**config.mk**
```make
export PLATFORM = sky130hd
export DESIGN_NAME = binary_to_bcd_flat
export DESIGN_NICKNAME = d
export VERILOG_FILES = /design/src/rtl/bcd_pkg.sv /design/src/rtl/binary_to_bcd_if.sv /design/src/rtl/bcd_digit_adj.sv /design/src/rtl/binary_to_bcd.sv /design/src/flat_wrapper.sv
export SDC_FILE = /design/constraint.sdc
export NUM_CORES = 1
export LEC_CHECK = 0
export CAP_MARGIN = 20
export CORE_ASPECT_RATIO = 0.8
export CORE_MARGIN = 2
export CORE_UTILIZATION = 48
export DETAILED_ROUTE_END_ITERATION = 8
export PLACE_DENSITY = 0.72
export SLEW_MARGIN = 20
export SYNTH_ARGS = -nofsm -noshare
export SYNTH_HDL_FRONTEND = slang
export SYNTH_HIERARCHICAL = 1
export SYNTH_SLANG_ARGS = --single-unit
```
**constraint.sdc**
```tcl
create_clock -name clk -period 1.3 [get_ports clk]
set_input_delay 0.26 -clock clk [delete_from_list [all_inputs] [get_ports clk]]
set_output_delay 0.26 -clock clk [all_outputs]
set_load 0.05 [all_outputs]
```
**src/rtl/bcd_pkg.sv**
```systemverilog
// Shared constants and helpers for the binary-to-BCD converter.
// Holds the state encoding, digit geometry and the minimum-digit calculation.
package bcd_pkg;

   typedef enum logic {
      IDLE  = 1'b0,
      SHIFT = 1'b1
   } bcd_state_t;

   localparam int BCD_DIGIT_W    = 4;
   localparam int ADD3_THRESHOLD = 5;
   localparam int ADD3_VALUE     = 3;

   // Decimal digits needed to represent 2^width-1.
   function automatic int min_bcd_digits(input int width);
      longint unsigned v;
      int              d;
      v = (width >= 64) ? 64'hFFFF_FFFF_FFFF_FFFF : ((64'd1 << width) - 64'd1);
      d = 1;
      for (int i = 0; i < 20; i++) begin
         if (v >= 64'd10) begin
            v = v / 64'd10;
            d = d + 1;
         end
      end
      return d;
   endfunction

endpackage

```
**src/rtl/binary_to_bcd_if.sv**
```systemverilog
// Request/result bundle between a binary source and the BCD converter.
// master drives binary/start; slave (the converter) returns busy/done/bcd.
interface binary_to_bcd_if #(
   parameter int WIDTH  = 4,
   parameter int DIGITS = 2
);
   import bcd_pkg::*;

   logic [WIDTH-1:0]              binary;
   logic                          start;
   logic                          busy;
   logic                          done;
   logic [BCD_DIGIT_W*DIGITS-1:0] bcd;

   modport master (
      output binary,
      output start,
      input  busy,
      input  done,
      input  bcd
   );

   modport slave (
      input  binary,
      input  start,
      output busy,
      output done,
      output bcd
   );

endinterface

```
**src/rtl/bcd_digit_adj.sv**
```systemverilog
// Double-dabble digit correction: adds 3 to a BCD digit that is 5 or more,
// so that the following left shift carries correctly into the next digit.
module bcd_digit_adj
   import bcd_pkg::*;
(
   input  logic [BCD_DIGIT_W-1:0] din,
   output logic [BCD_DIGIT_W-1:0] dout
);

   always_comb begin
      dout = din;
      if (din >= BCD_DIGIT_W'(ADD3_THRESHOLD)) begin
         dout = din + BCD_DIGIT_W'(ADD3_VALUE);
      end
   end

endmodule

```
**src/rtl/binary_to_bcd.sv**
```systemverilog
// Iterative binary-to-BCD converter, one double-dabble step per clock.
// bcd only updates on completion, so consumers never see partial results.
//
//   state | meaning
//   ------+-------------------------------------------------------------
//   IDLE  | waiting for start; binary captured on the accepting edge
//   SHIFT | one add-3/shift step per edge; last step loads bcd and done
module binary_to_bcd
   import bcd_pkg::*;
#(
   parameter int WIDTH  = 4,
   parameter int DIGITS = 2
) (
   input  logic           clk,
   input  logic           reset,
   binary_to_bcd_if.slave bus
);

   localparam int BCD_W = BCD_DIGIT_W * DIGITS;
   localparam int CAT_W = BCD_W + WIDTH;
   localparam int CNT_W = (WIDTH > 1) ? $clog2(WIDTH) : 1;

   if (DIGITS < min_bcd_digits(WIDTH)) begin : g_digits_too_small
      $error("binary_to_bcd: DIGITS too small for WIDTH");
   end

   bcd_state_t       state_q, state_d;
   logic [WIDTH-1:0] shreg_q, shreg_d;
   logic [BCD_W-1:0] dig_q, dig_d;
   logic [BCD_W-1:0] dig_adj;
   logic [CNT_W-1:0] cnt_q, cnt_d;
   logic [BCD_W-1:0] bcd_q, bcd_d;
   logic             done_q, done_d;
   logic [CAT_W-1:0] shifted;
   logic             last_iter;

   for (genvar g = 0; g < DIGITS; g++) begin : g_adj
      bcd_digit_adj u_adj (
         .din  (dig_q  [g*BCD_DIGIT_W +: BCD_DIGIT_W]),
         .dout (dig_adj[g*BCD_DIGIT_W +: BCD_DIGIT_W])
      );
   end

   // The top digit never overflows given the DIGITS bound, so the bit
   // shifted out of the concatenation is always zero.
   assign shifted   = {dig_adj, shreg_q} << 1;
   assign last_iter = (cnt_q == CNT_W'(WIDTH - 1));

   always_comb begin
      state_d = state_q;
      shreg_d = shreg_q;
      dig_d   = dig_q;
      cnt_d   = cnt_q;
      bcd_d   = bcd_q;
      done_d  = 1'b0;
      case (state_q)
         IDLE: begin
            if (bus.start) begin
               shreg_d = bus.binary;
               dig_d   = '0;
               cnt_d   = '0;
               state_d = SHIFT;
            end
         end
         SHIFT: begin
            shreg_d = shifted[WIDTH-1:0];
            dig_d   = shifted[WIDTH +: BCD_W];
            cnt_d   = cnt_q + CNT_W'(1);
            if (last_iter) begin
               bcd_d   = shifted[WIDTH +: BCD_W];
               done_d  = 1'b1;
               state_d = IDLE;
            end
         end
         default: state_d = IDLE;
      endcase
   end

   always_ff @(posedge clk) begin
      if (reset) begin
         state_q <= IDLE;
         shreg_q <= '0;
         dig_q   <= '0;
         cnt_q   <= '0;
         bcd_q   <= '0;
         done_q  <= 1'b0;
      end else begin
         state_q <= state_d;
         shreg_q <= shreg_d;
         dig_q   <= dig_d;
         cnt_q   <= cnt_d;
         bcd_q   <= bcd_d;
         done_q  <= done_d;
      end
   end

   assign bus.busy = (state_q == SHIFT);
   assign bus.done = done_q;
   assign bus.bcd  = bcd_q;

endmodule

```
**src/flat_wrapper.sv**
```systemverilog
// flat-port wrapper written by rule: the top's interface ports become plain ports
module binary_to_bcd_flat import bcd_pkg::*;
#(
   parameter int WIDTH  = 4,
   parameter int DIGITS = 2
)
  (clk, reset, bus_binary, bus_start, bus_busy, bus_done, bus_bcd);
  binary_to_bcd_if #(.WIDTH(WIDTH), .DIGITS(DIGITS)) bus_i ();
  input  logic clk;
  input  logic reset;
  input wire logic [$bits(bus_i.binary)-1:0] bus_binary;
  input wire logic [$bits(bus_i.start)-1:0] bus_start;
  output wire logic [$bits(bus_i.busy)-1:0] bus_busy;
  output wire logic [$bits(bus_i.done)-1:0] bus_done;
  output wire logic [$bits(bus_i.bcd)-1:0] bus_bcd;
  assign bus_i.binary = bus_binary;
  assign bus_i.start = bus_start;
  assign bus_busy = bus_i.busy;
  assign bus_done = bus_i.done;
  assign bus_bcd = bus_i.bcd;
  binary_to_bcd #(.WIDTH(WIDTH), .DIGITS(DIGITS)) u_core (.clk(clk), .reset(reset), .bus(bus_i));
endmodule
```
# After elaboration in Yosys (flattened, before gate mapping)
# Index checks and enable logic that the tools add are counted.
# word_totals
reg_bits	24
inputBits	7
out_inout_bits	10
wordCells	28
# op_classes
addsub	3
n_lt_le_gt_ge	2
eq_ne	2
mux	12
bitwise	1
n_reduce_logical	2
# op_table
cell	count
one-hot mux 8 bit (2 select lines)	1
greater-or-equal comparator 4 x 3 -> 1 bit, second input constant	2
2-to-1 mux 4 bit	2
2-to-1 mux 8 bit	1
one-hot mux 4 bit (2 select lines)	1
adder 4 x 2 -> 4 bit, second input constant	1
one-hot mux 2 bit (2 select lines)	1
adder 3 x 2 -> 3 bit, second input constant	1
2-to-1 mux 1 bit	3
2-to-1 mux 3 bit	1
adder 2 x 1 -> 2 bit, second input constant	1
== test 2 bit, second input constant	1
2-to-1 mux 2 bit	1
inequality test 2 bit, second input constant	1
one-hot mux 1 bit (2 select lines)	1
AND reduction 2 bit	1
OR reduction 2 bit	1
NOT 1 bit	1

# Logic depth before layout (Yosys ltp)
# depth
word_depth	3
depth_mapped	7
ltp_nobuf	7

# Cells and area by module
# The synthesis kept the hierarchy.
# by_module_without_submodules
mod	n_inst	cells_each	area_each_um2	seq_area_each_um2
binary_to_bcd	1	104	1006.0	480.5
bcd_digit_adj	2	16	101.3	0.0

# Worst setup path before layout
# No wires, ideal clock.
# synth_timing
path_kind	reg2reg
from	reg u_core.dig_q[1]
to	reg u_core.bcd_q[2] (netlist: u_core/bus.bcd[2])
setup_ns	0.070
t_arrival_ns	1.279
t_required_ns	1.230
setup_slack_ns	-0.050
path_stages_with_launch	8
n_path_buf	0
synth_period_minus_slack_ns	1.350
path_cell_list	dfxtp_1 -> inv_1 -> ha_1 -> nand2b_1 -> a21oi_2 -> mux2i_1 -> nand3_1 -> a21oi_1
# synth_via
elab_chain_cells	2
word_cells_on_any_way	3
classes_between	add/sub: 1; order compare: 1; mux: 1
# synth_rtl
element	line	rtl
from (decl)	binary_to_bcd.sv:29	logic [BCD_W-1:0] dig_q, dig_d;
from (signal assigned)	binary_to_bcd.sv:90	dig_q <= dig_d;
adder 4 x 2 -> 4 bit or greater-or-equal comparator 4 x 3 -> 1 bit (tied branches)	bcd_digit_adj.sv:13, bcd_digit_adj.sv:12	
2-to-1 mux 4 bit *	bcd_digit_adj.sv:12	if (din >= BCD_DIGIT_W'(ADD3_THRESHOLD)) begin
net u_core.dig_adj[1]	binary_to_bcd.sv:30	logic [BCD_W-1:0] dig_adj;
to (signal assigned)	binary_to_bcd.sv:85	bcd_q <= '0;
to (signal assigned)	binary_to_bcd.sv:92	bcd_q <= bcd_d;
to (decl)	binary_to_bcd.sv:32	logic [BCD_W-1:0] bcd_q, bcd_d;
# The timed path passes the listed nets; every way through them passes the cells marked *.
# A chain may end at the register's enable or synchronous reset.

# Worst setup path in the final report
# Ends and elaborated chain as after synthesis.

==> run_results.csv <==
group,metric,value,unit
synth,netlist_area,0.001189,mm²
setup_path,cpMaxStageDelayCell,"dfxtp_2",
synth,postSynthAreaPerCell,9.005,µm²
timing,timing.hold.ws,0.5005,ns
placed_design,dp.final_hpwl,1.701,mm
timing,finClkSkew,0.01182,ns
clock_network,cts_tree,"done",
setup_path,rr_worst_depth,7,
route,drc,0,
timing,layout_setup_ws,-0.1344,ns
floorplan,core,0.002402,mm²
floorplan,rows,16,
cells_and_area,post-route-util,75.99,%
synth,postSynthCellCount,132,
placed_design,place_congestion,0.9347,
placed_design,place_ws,-0.2898,ns
timing,maxSlewHeadroom,75.55,%
grt,grt_pass1_vias,935,
cells_and_area,drive_above_1_share,45.06,%
clock_network,cts.reportedPaths.clkPinSlew,0.14,ns
route,wl,2.868,mm
grt,track_usage,18.95,%
clock_network,cts_buffers,3,
floorplan,start_util,49.48,%
route,drt_iter0_drc,48,
grt,grt-ovfl-total,0,
floorplan,die-height,48.51,µm
power,ir_worst_vdd,0.0007199,V
timing,setup_viol_count_final,9,
timing,hold_viol_final,0,
timing,finalMaxSlewViolations,0,
setup_path,cp_top_family,"flip-flops",
floorplan,die_area,0.002893,mm²
min_path,whs_path_depth,3,
grt,antenna_found_initial,0,
timing,fin_crit,1.434,ns
setup_path,slowest_delay,0.38,ns
setup_path,crit_path_start_kind,"flip-flop",
floorplan,die_w,59.64,µm
setup_path,end_kind,"flip-flop",
grt,grt_max_degree,25,
setup_path,cp.required,1.57,ns
route,postRouteAntennaNets,0,
setup_path,path_cells,"inv_4 > ha_4 > nand2b_4 > a21oi_4 > mux2i_2 > nand3_1 > a21oi_1",
cells_and_area,nets,176,
power,powerDensity,820.6,mW/mm²
clock_network,hold_buffers,0,
timing,tightestPinTransition,0.3662,ns
run_status,status,"finished, violations left",
floorplan,io_pins,17,
power,power.leakage,0.7030,nW
clock_network,clkLatencyLatePin,0.33,ns
clock_network,clock_sinks,24,
route,via_per_inst,5.598,
placed_design,port_buffers,16,
setup_path,critPathKind,"reg2reg",
grt,grt_first_pass_wirelength,4.319,mm
setup_path,cp.depth,7,
route,wl_per_cell,15.17,µm
setup_path,path_buf_inv,1,
timing,rsz0062_at_grt,"true",
clock_network,htree_levels,1,
min_path,hp-class,"in2reg",
route,vias,1058,
run,drv_cap,0,
clock_network,cts.path.max_buffers,2,
setup_path,crit_arrival,1.71,ns
route,first_pass_iters,4,
synth,syn_nets,145,
setup_path,path_max_fanout,3,
timing,max_freq,697.2,MHz
cells_and_area,num_antenna_cells,0,
synth,ys_warn_count,6,
timing,period_share,110.3,%
cells_and_area,synthToLayoutAreaGrowth,53.58,%
clock_network,root_buffer,"clkbuf_4",
run_status,violations,"negative setup slack",
==> cell usage in the layout, fill, tap and decap left out, drive strengths merged, types with 6 or more instances in the layout <==
| cell type | n |
|---|---|
| a21bo | 8 |
| nand2 | 16 |
| a21oi | 20 |
| dfxtp | 24 |
| buf | 28 |
| or3b | 10 |
| mux2i | 6 |
| nand3 | 8 |
| ha | 6 |
==> final timing paths <==
check,to,start,slack (ns)
min,u_core/dig_q[0]$_SDFFE_PP0P_,bus_start,0.50
max reg2reg,u_core/bus.bcd[2]$_SDFFE_PP0P_,u_core/dig_q[1]$_SDFFE_PP0P_,-0.13
min reg2reg,u_core/dig_q[0]$_SDFFE_PP0P_,u_core/shreg_q[3]$_SDFFE_PP0P_,0.52
max,u_core/bus.bcd[2]$_SDFFE_PP0P_,u_core/dig_q[1]$_SDFFE_PP0P_,-0.13
==> worst min-delay path: cells and delay by family <==
kind	cells	cell delay, ns
AOI/OAI and AO/OA	1	0.05
buffers and inverters	1	0.30
and+or+nand+nor	1	0.20
==> flip-flops by register name (all words and copies together) (netlist names) <==
| signal | flops |
|---|---|
| u_core/cnt_q | 2 |
| u_core/shreg_q | 4 |
| u_core/dig_q | 8 |
| u_core/bus.done | 1 |
| u_core/bus.busy | 1 |
| u_core/bus.bcd | 8 |
==> power breakdown <==
| part | total [mW] | internal [mW] | switching (mW) |
|---|---|---|---|
| clock | 0.545 | 0.312 | 0.232 |
| sequential | 0.769 | 0.750 | 0.0188 |
| combinational | 0.184 | 0.0937 | 0.0907 |
| total | 1.50 | 1.16 | 0.342 |
==> final cells by class <==
cell class / instances / area (µm²)
Multi-Input combinational cell: 94 / 775.7
Fill cell: 156 / 576.8
Sequential cell: 24 / 491.7
Timing Repair Buffer: 35 / 447.9
Tap cell: 27 / 33.78
Clock inverter: 1 / 30.03
Inverter: 5 / 23.77
Clock buffer: 3 / 22.52
==> layer usage <==
metal  wire [µm]  GRT usage, %  up-vias  part of all wire (%)
met5           0             0        -                     0
met4          36         4.074        0                   1.3
met3         184         4.813        4                   6.4
met2        1298         29.30       40                    45
met1        1349         26.69      497                    47
li1            -             -      517                     -
==> metrics by stage <==
| stage | power [mW] | cell area, µm² | setup TNS (ns) | instances |
|---|---|---|---|---|
| 3_3_place_gp | 0.9258 | 1543 | -3.321 | 175 |
| 4_1_cts | 1.480 | 1679 | -0.7574 | 182 |
| 3_5_place_dp | 0.9308 | 1543 | -4.398 | 175 |
| 2_1_floorplan | 0.8688 | 1197 | -0.01228 | 132 |
| 6_report | 1.498 | 1826 | -0.9723 | 189 |
| 5_1_grt | 1.551 | 1826 | -1.743 | 189 |
==> timing repair <==
item / 4_1_cts / 5_1_grt
pin swaps: 6 / 10
setup buffers: 3 / 7
resized for setup: 18 / 19
setup endpoints to repair: 13 / 18
gates cloned: 0 / 0
Note: power is estimated with default switching activity, not from simulation.
